### src/rtl/reg_addr_pipe_if.sv
// Bundles the D-stage inputs, the query address and the per-stage tracking outputs of
// the register-address pipeline. Master drives D-stage/control, slave is the pipeline.
interface reg_addr_pipe_if #(
    parameter int CHANNELS = 2,
    parameter int ADDR_W   = 5,
    parameter int DEPTH    = 3
);
    logic                               stall_i;
    logic                               flush_i;
    logic [CHANNELS*ADDR_W-1:0]         addr_d_i;
    logic [CHANNELS-1:0]                valid_d_i;
    logic [ADDR_W-1:0]                  cmp_addr_i;
    logic [DEPTH*CHANNELS*ADDR_W-1:0]   stage_addr_o;
    logic [DEPTH*CHANNELS-1:0]          stage_vld_o;
    logic [DEPTH*CHANNELS-1:0]          hit_o;
    logic [DEPTH-1:0]                   occupied_o;

    modport master (
        output stall_i, flush_i, addr_d_i, valid_d_i, cmp_addr_i,
        input  stage_addr_o, stage_vld_o, hit_o, occupied_o
    );

    modport slave (
        input  stall_i, flush_i, addr_d_i, valid_d_i, cmp_addr_i,
        output stage_addr_o, stage_vld_o, hit_o, occupied_o
    );
endinterface

### src/rtl/reg_addr_pipe.sv
// Tracks per-instruction operand register addresses through DEPTH stages after D,
// with bubble-on-stall, front-of-pipe flush and per-stage query-address compare.
module reg_addr_pipe #(
    parameter int CHANNELS     = 2,
    parameter int ADDR_W       = 5,
    parameter int DEPTH        = 3,
    parameter int FLUSH_DEPTH  = 1,
    parameter int ZERO_IS_NULL = 1
) (
    input  logic           clk,
    input  logic           reset,
    reg_addr_pipe_if.slave bus
);
    localparam int SW     = CHANNELS * ADDR_W;
    localparam int AW_ALL = DEPTH * SW;
    localparam int VW_ALL = DEPTH * CHANNELS;

    logic [AW_ALL-1:0] addr_q;
    logic [AW_ALL-1:0] addr_d;
    logic [AW_ALL-1:0] src_addr;
    logic [VW_ALL-1:0] vld_q;
    logic [VW_ALL-1:0] vld_d;
    logic [VW_ALL-1:0] src_vld;
    logic [DEPTH-1:0]  kill;
    logic              cmp_live;

    // A zero query never matches when register 0 is the hard-wired null register.
    assign cmp_live = (ZERO_IS_NULL == 0) || (bus.cmp_addr_i != '0);

    genvar gi, gc;
    generate
        for (gi = 0; gi < DEPTH; gi++) begin : g_stage
            localparam bit FLUSHABLE = (gi < FLUSH_DEPTH);

            if (gi == 0) begin : g_head
                assign src_addr[0 +: SW]       = bus.addr_d_i;
                assign src_vld[0 +: CHANNELS]  = bus.valid_d_i;
                assign kill[0]                 = bus.stall_i | (bus.flush_i & FLUSHABLE);
            end else begin : g_body
                assign src_addr[gi*SW +: SW]            = addr_q[(gi-1)*SW +: SW];
                assign src_vld[gi*CHANNELS +: CHANNELS] = vld_q[(gi-1)*CHANNELS +: CHANNELS];
                assign kill[gi]                         = bus.flush_i & FLUSHABLE;
            end

            for (gc = 0; gc < CHANNELS; gc++) begin : g_ch
                localparam int IDX = gi * CHANNELS + gc;
                assign bus.hit_o[IDX] = vld_q[IDX] & cmp_live &
                                        (addr_q[IDX*ADDR_W +: ADDR_W] == bus.cmp_addr_i);
            end

            assign bus.occupied_o[gi] = |vld_q[gi*CHANNELS +: CHANNELS];
        end
    endgenerate

    always_comb begin
        addr_d = src_addr;
        vld_d  = src_vld;
        for (int s = 0; s < DEPTH; s++) begin
            if (kill[s]) begin
                addr_d[s*SW +: SW]            = '0;
                vld_d[s*CHANNELS +: CHANNELS] = '0;
            end
        end
    end

    always_ff @(posedge clk or negedge reset) begin
        if (!reset) begin
            addr_q <= '0;
            vld_q  <= '0;
        end else begin
            addr_q <= addr_d;
            vld_q  <= vld_d;
        end
    end

    assign bus.stage_addr_o = addr_q;
    assign bus.stage_vld_o  = vld_q;

endmodule

### src/flat_wrapper.sv
// flat-port wrapper written by rule: the top's interface ports become plain ports
module reg_addr_pipe_flat 
#(
    parameter int CHANNELS     = 2,
    parameter int ADDR_W       = 5,
    parameter int DEPTH        = 3,
    parameter int FLUSH_DEPTH  = 1,
    parameter int ZERO_IS_NULL = 1
)
  (clk, reset, bus_stall_i, bus_flush_i, bus_addr_d_i, bus_valid_d_i, bus_cmp_addr_i, bus_stage_addr_o, bus_stage_vld_o, bus_hit_o, bus_occupied_o);
  reg_addr_pipe_if #(.CHANNELS(CHANNELS), .ADDR_W(ADDR_W), .DEPTH(DEPTH)) bus_i ();
  input  logic clk;
  input  logic reset;
  input wire logic [$bits(bus_i.stall_i)-1:0] bus_stall_i;
  input wire logic [$bits(bus_i.flush_i)-1:0] bus_flush_i;
  input wire logic [$bits(bus_i.addr_d_i)-1:0] bus_addr_d_i;
  input wire logic [$bits(bus_i.valid_d_i)-1:0] bus_valid_d_i;
  input wire logic [$bits(bus_i.cmp_addr_i)-1:0] bus_cmp_addr_i;
  output wire logic [$bits(bus_i.stage_addr_o)-1:0] bus_stage_addr_o;
  output wire logic [$bits(bus_i.stage_vld_o)-1:0] bus_stage_vld_o;
  output wire logic [$bits(bus_i.hit_o)-1:0] bus_hit_o;
  output wire logic [$bits(bus_i.occupied_o)-1:0] bus_occupied_o;
  assign bus_i.stall_i = bus_stall_i;
  assign bus_i.flush_i = bus_flush_i;
  assign bus_i.addr_d_i = bus_addr_d_i;
  assign bus_i.valid_d_i = bus_valid_d_i;
  assign bus_i.cmp_addr_i = bus_cmp_addr_i;
  assign bus_stage_addr_o = bus_i.stage_addr_o;
  assign bus_stage_vld_o = bus_i.stage_vld_o;
  assign bus_hit_o = bus_i.hit_o;
  assign bus_occupied_o = bus_i.occupied_o;
  reg_addr_pipe #(.CHANNELS(CHANNELS), .ADDR_W(ADDR_W), .DEPTH(DEPTH), .FLUSH_DEPTH(FLUSH_DEPTH), .ZERO_IS_NULL(ZERO_IS_NULL)) u_core (.clk(clk), .reset(reset), .bus(bus_i));
endmodule
### config.mk
export PLATFORM = sky130hd
export DESIGN_NAME = reg_addr_pipe_flat
export DESIGN_NICKNAME = d
export VERILOG_FILES = /design/src/rtl/reg_addr_pipe_if.sv /design/src/rtl/reg_addr_pipe.sv /design/src/flat_wrapper.sv
export SDC_FILE = /design/constraint.sdc
export NUM_CORES = 1
export LEC_CHECK = 0
export BUFFER_PORTS_ARGS = -buffer_cell sky130_fd_sc_hd__buf_2
export CORE_ASPECT_RATIO = 1.5
export CORE_MARGIN = 5
export CORE_UTILIZATION = 50
export DETAILED_ROUTE_END_ITERATION = 10
export PLACE_DENSITY = 0.79
export SKIP_LAST_GASP = 1
export SYNTH_ARGS = -nofsm -noshare
export SYNTH_HDL_FRONTEND = slang
export SYNTH_SLANG_ARGS = --single-unit
### constraint.sdc
create_clock -name clk -period 2.2 [get_ports clk]
set_clock_uncertainty 0.05 [all_clocks]
set_input_delay 0.44 -clock clk [delete_from_list [all_inputs] [get_ports clk]]
set_output_delay 0.44 -clock clk [all_outputs]
set_load 0.05 [all_outputs]
==> results.json, run 1 <==
{
  "row_count": 25,
  "hold_viol": 0,
  "grt.overflow.total": 0,
  "synth_area_um2": 1580,
  "synth_top_family_by_area": "XOR/XNOR gates",
  "dpl.hpwl_mm": 2.52,
  "critPathKind": "input port to output port",
  "final-seq-area_um2": 901,
  "place_inst": 204,
  "routedWlPerCell_um": 14.9,
  "die_height_um": 78.7,
  "power_uw": 1440,
  "setup_viol": 0,
  "synth_compound_area_share_pct": 0,
  "port_buffers": 65,
  "start_util_pct": 50.9,
  "clk_pin_slew_worst_paths_ns": 0.06,
  "cts_hold_buf": 0,
  "final_cells": 211,
  "drive_gt1_share_pct": 50.3,
  "layout_common_cells": "buf_2, dfrtp_1, xnor2_1",
  "timing.final.crit_share_pct": 95.9,
  "cts_setup_buffers": 0,
  "synth-xor-area-share_pct": 16.7,
  "syn_avg_cell_area_um2": 12.5,
  "critPathMaxFanout": 6,
  "p_per_area_nw_per_um2": 761,
  "clk_latency_ns": 0.28,
  "clkSinkCount": 36,
  "ant_nets": 0,
  "syn_inst": 126,
  "worst_pin_slew_ns": 0.787,
  "antennaDiodeCount": 0,
  "final_common_cell": "buf_2",
  "muxShareOfSynthArea_pct": 0,
  "end_kind": "output port",
  "required_ns": 1.71,
  "yosys.area_share.adder_pct": 0,
  "synth_fp_nets": 147,
  "slew_headroom_pct": 47.5,
  "fp.dieArea_um2": 4400,
  "peakVddDrop_uv": 546,
  "htreeDepth": 2,
  "dr.pass1.iters": 4,
  "synthSimpleGateAreaFrac_pct": 12.4,
  "hold_path_class": "input port to async pin",
  "p_leak_uw": 0.00102,
  "cp-start-kind": "input port",
  "finalCriticalPeriod_ns": 2.11,
  "nFillCells": 261,
  "core_um2": 3100,
  "postCtsResizedCells": 0,
  "yosysWarnings": 0,
  "cts_tree": "built",
  "grt_max_degree": 37,
  "finalMaxSlewViolations": 0,
  "fin_nets": 192,
  "ys_types": 14,
  "setup_tns_ns": 0,
  "wirelength_mm": 3.13,
  "numCtsBuffers": 5,
  "dr.first_iter.drc_count": 7,
  "syn_to_final_growth_pct": 20.0,
  "cts.path.max_buffers": 2,
  "drc": 0,
  "fmax_mhz": 474,
  "grt_pass1_wl_mm": 5.08,
  "cp.arrival_ns": 1.62,
  "ys_seq_area_share_pct": 57.2,
  "multi_input_comb_area_um2": 495,
  "viasPerCell": 4.62,
  "grt_pass1_vias": 1068,
  "vias": 974,
  "globalplace.congestion": 0.745,
  "fp.dieW_um": 55.8,
  "grt.total_usage_pct": 15.3,
  "cts-root-buf": "clkbuf_8",
  "maxCapViolCount": 0,
  "reg2reg_slack_ns": 1.60,
  "ys_seq_elements": 36,
  "grt_antenna_before_repair": 0,
  "rsz0062_at_grt": "false",
  "outcome": "finished, final reports clean",
  "ios": 66
}
[registers in the layout, indices dropped and copies added (netlist names)]
register and cells:
u_core.bus.stage_addr_o 30, u_core.bus.stage_vld_o 6
[synthesized netlist by cell type]
cell / count / area (um^2)
xor2_1: 12 / 105
buf_2: 2 / 10.0
and2_1: 12 / 75.1
dfrtp_1: 36 / 901
nor2_1: 1 / 3.75
clkbuf_1: 2 / 7.51
nor2_4: 1 / 11.3
xnor2_1: 18 / 158
nor4_1: 6 / 37.5
buf_4: 25 / 188
or4_4: 1 / 11.3
nand4_1: 6 / 37.5
or2_2: 3 / 18.8
buf_6: 1 / 11.3
[cells by family after synthesis]
group / count (synthesis)
flip-flops: 36
AND/OR/NAND/NOR: 30
buffers and inverters: 30
XOR/XNOR: 30
[where the power goes]
group	internal, uW	switching (uW)	leakage [uW]	total (uW)
logic	70.7	175	0.000482	245
registers	688	21.1	0.000484	709
clock network	278	206	0.0000503	484
total	1040	401	0.00102	1440
[worst max-delay path, cell delays in order]
cell	delay (ns)
buf_2	0.11
or4_4	0.54
nor2_4	0.23
nor4_2	0.08
buf_2	0.22
[routing by layer]
layer | vias to the layer above | global-route usage [%] | share of wire, %
met5 | - | 0 | 0
met3 | 10 | 5.69 | 6.7
li1 | 467 | - | -
met1 | 460 | 13.3 | 31
met4 | 0 | 7.84 | 3.6
met2 | 37 | 29.6 | 58
[layout make-up]
class | count | area share, %
Multi-Input combinational cell | 60 | 26.2
Sequential cell | 36 | 47.7
Timing Repair Buffer | 68 | 18.4
Clock buffer | 7 | 5.10
Tap cell | 40 | 2.65
[metrics by stage]
step | hold slack, ns | util (%) | cell area, um^2 | worst slack, ns
after detailed placement | 0.351 | 57.9 | 1790 | 0.0895
after floorplan | 0.0944 | - | 1610 | -0.188
after CTS | 0.197 | 61.1 | 1890 | 0.0735
after global placement | 0.345 | 57.9 | 1790 | 0.127
final | 0.192 | 61.1 | 1890 | 0.0892
after global routing | 0.243 | 61.1 | 1890 | 0.0461
[worst paths after layout]
check                                            startpoint                     endpoint  depth (start not counted)
worst min-delay path                                  reset  u_core.bus.stage_addr_o[27]                          1
min in group clk                            bus_addr_d_i[2]   u_core.bus.stage_addr_o[2]                          2
worst min register to register    u_core.bus.stage_vld_o[3]    u_core.bus.stage_vld_o[5]                          0
worst max register to register  u_core.bus.stage_addr_o[14]  u_core.bus.stage_addr_o[24]                          0
max in group asynchronous                             reset    u_core.bus.stage_vld_o[4]                          1
worst max-delay path                      bus_cmp_addr_i[0]                 bus_hit_o[2]                          5
Power figures use the tool's default switching activity.
==> inputs of run 2 (changes only) <==
--- a/config.mk
+++ b/config.mk
@@ -11,7 +11,9 @@
 export CORE_UTILIZATION = 50
 export DETAILED_ROUTE_END_ITERATION = 10
 export PLACE_DENSITY = 0.79
+export RECOVER_POWER = 100
 export SKIP_LAST_GASP = 1
+export SLEW_MARGIN = 20
 export SYNTH_ARGS = -nofsm -noshare
 export SYNTH_HDL_FRONTEND = slang
 export SYNTH_SLANG_ARGS = --single-unit
==> run 2 against run 1 <==
  * Die area did not move
  * Sequential power barely moved
  * Worst setup slack got worse by 0.027 ns
  * Sequential share of layout area rose by 1.3 points
  * Final area fell by 2.6%
  * Power fell by 0.41%
  * Largest cell class unchanged
  * Highest routed layer unchanged
==> results.json, run 2 (same netlist as run 1, synthesis figures left out) <==
{
  "cp_slowest_stage_delay_ns": 0.54,
  "globalplace.congestion": 0.745,
  "finalCriticalPeriod_ns": 2.14,
  "drc": 0,
  "fp.dieArea_um2": 4400,
  "end_kind": "output port",
  "power_uw": 1430,
  "cp-startpoint": "bus_cmp_addr_i[0]",
  "vias": 980,
  "crit_cells": 5,
  "dr.pass1.iters": 4,
  "row_count": 25,
  "crit_end": "bus_hit_o[3]",
  "largest_register_ffs": 30,
  "required_ns": 1.71,
  "dr.first_iter.drc_count": 2,
  "r2r-end": "u_core.bus.stage_addr_o[24]",
  "grt_antenna_before_repair": 0,
  "clk_latency_ns": 0.28,
  "routedWlPerCell_um": 15.0,
  "antennaDiodeCount": 0,
  "grt_pass1_wl_mm": 5.08,
  "slew_headroom_pct": 41.2,
  "port_buffers": 65,
  "hold_path_class": "input port to async pin",
  "cp_top_family": "simple AND/OR/NAND/NOR gates",
  "ios": 66,
  "crit_slowest_cell": "or4_4",
  "ant_nets": 0,
  "htreeDepth": 2,
  "cp.arrival_ns": 1.65,
  "fin_nets": 192,
  "design_area_um2": 1840,
  "wirelength_mm": 3.17,
  "met1_length_mm": 1.01,
  "whs_ns": 0.219,
  "outcome": "finished, final reports clean",
  "syn_to_final_growth_pct": 16.9,
  "maxCapViolCount": 0,
  "core_um2": 3100,
  "postCtsResizedCells": 0,
  "fp.dieW_um": 55.8,
  "p_leak_uw": 0.000852,
  "cts.path.max_buffers": 2,
  "top_layer": "met4",
  "final_common_cell": "clkbuf_1",
  "grt_pass1_vias": 1068,
  "cts_tree": "built",
  "clk_pin_slew_worst_paths_ns": 0.06,
  "worst_pin_slew_ns": 0.881,
  "wl_met2_mm": 1.83,
  "timing.final.crit_share_pct": 97.2,
  "viasPerCell": 4.64,
  "critPathKind": "input port to output port",
  "rsz0062_at_grt": "false",
  "cp_num_buf_inv": 2,
  "grt.overflow.total": 0,
  "clkSinkCount": 36,
  "pre_cts_ws_ns": 0.0895,
  "reg2reg_depth": 0,
  "finalMaxSlewViolations": 0,
  "numCtsBuffers": 5,
  "path_cells": "buf_2 > or4_4 > nor2_4 > nor4_2 > clkbuf_2",
  "drive_gt1_share_pct": 27.5,
  "met3_length_um": 222,
  "dpl_cell_area_um2": 1790,
  "layout_common_cells": "clkbuf_1, dfrtp_1, buf_2",
  "fmax_mhz": 468,
  "cts_setup_buffers": 0,
  "critPathMaxFanout": 6,
  "reg2reg_slack_ns": 1.60,
  "p_per_area_nw_per_um2": 778,
  "grt.total_usage_pct": 15.3,
  "hold_viol": 0,
  "dpl.hpwl_mm": 2.52,
  "cp-start-kind": "input port",
  "start_util_pct": 50.9,
  "cts_hold_buf": 0,
  "grt_max_degree": 37,
  "cts-root-buf": "clkbuf_8",
  "setup_viol": 0,
  "timing.rr.start": "u_core.bus.stage_addr_o[14]",
  "die_height_um": 78.7,
  "setup_slack_ns": 0.0621,
  "setup_tns_ns": 0,
  "peakVddDrop_uv": 541
}
[run 2: how the worst min path moves through the flow]
stage                                  endpoint  slack [ns]  cells past startpoint
floorplan            u_core.bus.stage_addr_o[0]        0.09                      0
global placement    u_core.bus.stage_addr_o[15]        0.35                      0
detailed placement    u_core.bus.stage_vld_o[5]        0.35                      0
CTS                  u_core.bus.stage_addr_o[3]        0.20                      1
global route        u_core.bus.stage_addr_o[12]        0.28                      1
finish              u_core.bus.stage_addr_o[27]        0.22                      1
[run 2: routing by layer]
layer | global-route usage [%] | up-vias
li1 | - | 469
met1 | 13.3 | 466
met2 | 29.6 | 35
met3 | 5.69 | 10
met4 | 7.84 | 0
met5 | 0 | -
[run 2: final cells by class]
cell class                      instances  area [um^2]
Timing Repair Buffer                   68          299
Clock buffer                            7         96.3
Fill cell                             272         1250
Tap cell                               40         50.0
Sequential cell                        36          901
Multi-Input combinational cell         60          495
[run 2: report_power, final]
group	total, uW	leakage, uW	switching (uW)	internal [uW]
clock network	486	0.0000503	207	278
logic	237	0.000317	175	61.5
registers	710	0.000484	22.0	688
total	1430	0.000852	405	1030
[run 2: through the flow]
step	cells	util, %
floorplan	126	-
global placement	204	57.9
detailed placement	204	57.9
CTS	211	61.1
global route	211	59.5
finish	211	59.5
